<file path="config.mk">
export PLATFORM = sky130hd
export DESIGN_NAME = param_demux_reg
export DESIGN_NICKNAME = d
export VERILOG_FILES = /design/src/rtl/param_demux_reg.sv
export SDC_FILE = /design/constraint.sdc
export NUM_CORES = 2
export LEC_CHECK = 0
export ABC_AREA = 1
export BUFFER_PORTS_ARGS = -buffer_cell sky130_fd_sc_hd__buf_2
export CAP_MARGIN = 40
export CORE_AREA = 2 2 431 433
export CTS_CLUSTER_SIZE = 25
export DETAILED_ROUTE_END_ITERATION = 10
export DIE_AREA = 0 0 433 435
export GPL_ROUTABILITY_DRIVEN = 0
export PLACE_DENSITY = 0.48
export SYNTH_ARGS = -nofsm -noshare
export SYNTH_HDL_FRONTEND = slang
export SYNTH_SLANG_ARGS = --single-unit
</file>
<file path="constraint.sdc">
create_clock -name clk -period 90.7 [get_ports clk]
set_input_delay 22.675 -clock clk [delete_from_list [all_inputs] [get_ports clk]]
set_output_delay 22.675 -clock clk [all_outputs]
set_load 0.005 [all_outputs]
</file>
<file path="src/rtl/param_demux_reg.sv">
// Registered 1-to-X_to_1 write demultiplexer with byte-lane strobes and per-register storage.
// Every stored word is exposed on o_demux; o_valid/o_err pulse one cycle after each request.
module param_demux_reg #(
    parameter int input_length = 32,
    parameter int X_to_1       = 32,
    parameter int ZERO_REG     = 1
) (
    input  logic                        clk,
    input  logic                        rst,
    input  logic                        en_demux,
    input  logic                        clr,
    input  logic [input_length-1:0]     i_demux,
    input  logic [$clog2(X_to_1)-1:0]   select,
    input  logic [input_length/8-1:0]   byte_en,
    output logic [input_length-1:0]     o_demux [X_to_1],
    output logic [X_to_1-1:0]           o_valid,
    output logic                        o_err
);

    localparam int SEL_W = $clog2(X_to_1);
    localparam int NB    = input_length / 8;

    typedef enum logic [1:0] {
        REQ_IDLE,
        REQ_ACCEPT,
        REQ_REJECT,
        REQ_CLEAR
    } req_t;

    logic              sel_in_range;
    logic              zero_hit;
    logic              accept;
    req_t              req_kind;
    logic [X_to_1-1:0] valid_next;

    // With a power-of-two register count every select value names a real register.
    generate
        if (X_to_1 == (1 << SEL_W)) begin : g_range_full
            assign sel_in_range = 1'b1;
        end else begin : g_range_partial
            assign sel_in_range = (select < SEL_W'(X_to_1));
        end
    endgenerate

    assign zero_hit = (ZERO_REG != 0) && (select == '0);

    always_comb begin
        req_kind = REQ_IDLE;
        if (clr) begin
            req_kind = REQ_CLEAR;
        end else if (en_demux) begin
            if (sel_in_range && !zero_hit) begin
                req_kind = REQ_ACCEPT;
            end else begin
                req_kind = REQ_REJECT;
            end
        end
    end

    assign accept = (req_kind == REQ_ACCEPT);

    always_comb begin
        valid_next = '0;
        for (int i = 0; i < X_to_1; i++) begin
            if (accept && (select == SEL_W'(i))) begin
                valid_next[i] = 1'b1;
            end
        end
    end

    // Register 0 may be a constant zero; all others are byte-writable flops.
    generate
        for (genvar i = 0; i < X_to_1; i++) begin : g_reg
            if ((ZERO_REG != 0) && (i == 0)) begin : g_zero
                assign o_demux[i] = '0;
            end else begin : g_store
                logic [input_length-1:0] word;
                logic [NB-1:0]           lane_we;

                assign lane_we = (accept && (select == SEL_W'(i))) ? byte_en : '0;

                always_ff @(posedge clk or posedge rst) begin
                    if (rst) begin
                        word <= '0;
                    end else if (clr) begin
                        word <= '0;
                    end else begin
                        for (int k = 0; k < NB; k++) begin
                            if (lane_we[k]) begin
                                word[8*k +: 8] <= i_demux[8*k +: 8];
                            end
                        end
                    end
                end

                assign o_demux[i] = word;
            end
        end
    endgenerate

    always_ff @(posedge clk or posedge rst) begin
        if (rst) begin
            o_valid <= '0;
            o_err   <= 1'b0;
        end else begin
            o_valid <= valid_next;
            o_err   <= (req_kind == REQ_REJECT);
        end
    end

endmodule

</file>
==> impl_metrics.tcl <==
set metrics [dict create \
    cts_hold_buf 0 \
    fp.dieArea_sq_um 188400 \
    worstReg2RegEnd "g_reg[18].g_store.word[21]$_DFFE_PP0P_" \
    dr_total_vias 36239 \
    crit_path_end_kind "flip-flop" \
    timing.rr.start "g_reg[18].g_store.word[21]$_DFFE_PP0P_" \
    layout-drive-gt1-share_pct 28.42 \
    hp-class "reg -> reg" \
    multi_input_area_sq_um 12730 \
    place_ws_ns 63.68 \
    setup_viol 0 \
    cts_num_sinks 1025 \
    grt_usage_pct 21.59 \
    path_max_fanout 222 \
    avgSynthCellArea_sq_um 9.763 \
    critical_path_required_ns 91.40 \
    leakagePower_nw 28.44 \
    ys_ff_latch 1025 \
    worstMarginPinSlew_ns 1.402 \
    final_cells 7657 \
    maxCapViolations 0 \
    initial_core_util_pct 21.71 \
    rsz0062_at_grt "false" \
    power_density_nw_per_um2 19.09 \
    grt_pass1_vias 34624 \
    ys.warnings.count 0 \
    drt_first_iter_violations 3608 \
    syn_inst 4092 \
    crit_end "g_reg[15].g_store.word[21]$_DFFE_PP0P_" \
    yosysSeqAreaShare_pct 64.20 \
    cts_resized 0 \
    h-tree-depth 3 \
    dp.cells 7424 \
    cts_setup_buffers 0 \
    dp_hpwl_um 147900 \
    clockBufferDepth 3 \
    cts_inserted_buffers 120 \
    die_width_um 433 \
    io_pins 1102 \
    peakVddDrop_uv 16.27 \
    drc 0 \
    grt_first_pass_wirelength_um 288000 \
    hp-start "g_reg[13].g_store.word[26]$_DFFE_PP0P_" \
    final_core_util_pct 28.71 \
    critPathLaunch "clr" \
    final_cell_mix "nand3_1 (1320), buf_2 (1065), dfrtp_1 (1025), nand2_1 (627), o21ai_0 (548)" \
    die-height_um 435 \
    period_needed_ns 26.06 \
    final_common_cell "nand3_1" \
    cp.arrival_ns 26.76 \
    slowest_stage "buf_12" \
    syn2layout_area_growth_pct 32.28 \
    antenna_left 0 \
    hold_viol 0 \
    path_cells "buf_2 -> inv_8 -> buf_4 -> buf_12 -> buf_12 -> nand2_1 -> buf_4 -> inv_1 -> nand3_1 -> nand2_1" \
    start_kind "input pin" \
    max-slew-margin-rel_pct 6.564 \
    drt-wirelength-per-cell_um 27.26 \
    critPathKind "in -> reg" \
    core_region_area_sq_um 184000 \
    grt-ovfl-total 0 \
    finalMaxSlewViolations 0 \
    grt_max_degree 223 \
    fmax_mhz 38.37 \
    rrSetupSlack_ns 89.82 \
    synthDistinctLibCells 19 \
    critical-path-max-stage-delay_ns 0.64 \
    port_buffers 1069 \
    nets 5111 \
    drt_first_pass_iters 6 \
    skew_ns 0 \
    drt-total-wl_um 208800 \
    vias_per_cell 4.733 \
    setup_ws_ns 64.64 \
    cts_root_buf "clkbuf_16" \
    placementRows 158 \
    clk_pin_slew_ns 0.06 \
    status "finished clean" \
    timing.hold.ws_ns 0.4899 \
    worstSkewPairLatency_ns 0.76 \
    tns_ns 0 \
    fillCellCount 19535 \
    post-route-period-util_pct 28.74 \
    antenna_found_initial 23 \
    reg2reg_depth 2 \
    regArea_sq_um 25650 \
    cts_tree "built" \
    syn-cell-area_sq_um 39950 \
]
-- critical path, delay by kind of cell --
family	cells	cell delay [ns]
buffers and inverters	7	3.04
AND/OR/NAND/NOR	3	0.87
-- logic make-up (layout without fill, tap and decap cells) --
kind of cell    count (synthesis)  in the layout  synth area share (%)
flops                        1025           1025                 64.20
other cells                     1             44              0.009387
simple gates                 2053           2053                 23.97
compound gates                576            576                 7.216
buf+inv                       437           1479                 4.598
-- final cells by class --
type	count	area share [%]
antenna	11	0.05209
clock buffer	178	6.781
clock inverter	44	0.7979
inverter	71	0.5327
multi-input combinational	2662	24.08
sequential	1025	48.53
tap	2480	5.871
timing repair buffer	1186	13.35
-- metrics by stage --
stage	power (mW)	area, sq um
finish	1.009	52850
global route	1.041	52830
CTS	1.023	52820
detailed placement	0.5237	48820
global placement	0.5192	47660
floorplan	0.4927	40070
-- layer usage --
layer / routed length [um] / part of all wire [%] / GRT usage, % / vias to the layer above
met4: 10150 / 4.9 / 9.711 / 2
met2: 103500 / 50 / 36.87 / 1714
met1: 78530 / 38 / 25.43 / 18164
li1: - / - / - / 15996
met5: 13 / 0.0062 / 0 / -
met3: 16620 / 8.0 / 5.363 / 363
-- Yosys cell counts (all sizes together) --
library cell,instances,area [sq um]
buf,140,721.9
nor2,41,214.0
nand4,36,287.8
nand2,654,2455
conb,1,3.750
nor3,1,5.000
nand3,1321,6616
dfrtp,1025,25650
inv,71,266.5
o21ai,576,2883
clkbuf,226,848.3
-- registers in the layout, indices dropped and copies added (netlist names) --
register and flops:
o_valid 32, g.g_store.word 992, o_err 1
-- worst min-delay path by stage --
stage                                                   endpoint  depth (start not counted)  slack, ns
after floorplan            g_reg[10].g_store.word[0]$_DFFE_PP0P_                          2       0.49
after global routing      g_reg[22].g_store.word[26]$_DFFE_PP0P_                          2       0.51
after global placement    g_reg[22].g_store.word[27]$_DFFE_PP0P_                          2       0.48
after detailed placement  g_reg[14].g_store.word[17]$_DFFE_PP0P_                          2       0.48
final                     g_reg[13].g_store.word[26]$_DFFE_PP0P_                          2       0.49
after CTS                 g_reg[14].g_store.word[17]$_DFFE_PP0P_                          2       0.49
-- where the power goes --
group | switching, mW | internal [mW] | total, mW
Sequential | 0.000596 | 0.458 | 0.459
Clock | 0.210 | 0.285 | 0.495
Combinational | 0.0464 | 0.00848 | 0.0549
Total | 0.257 | 0.751 | 1.01
Note: power is estimated with default switching activity, not from simulation.
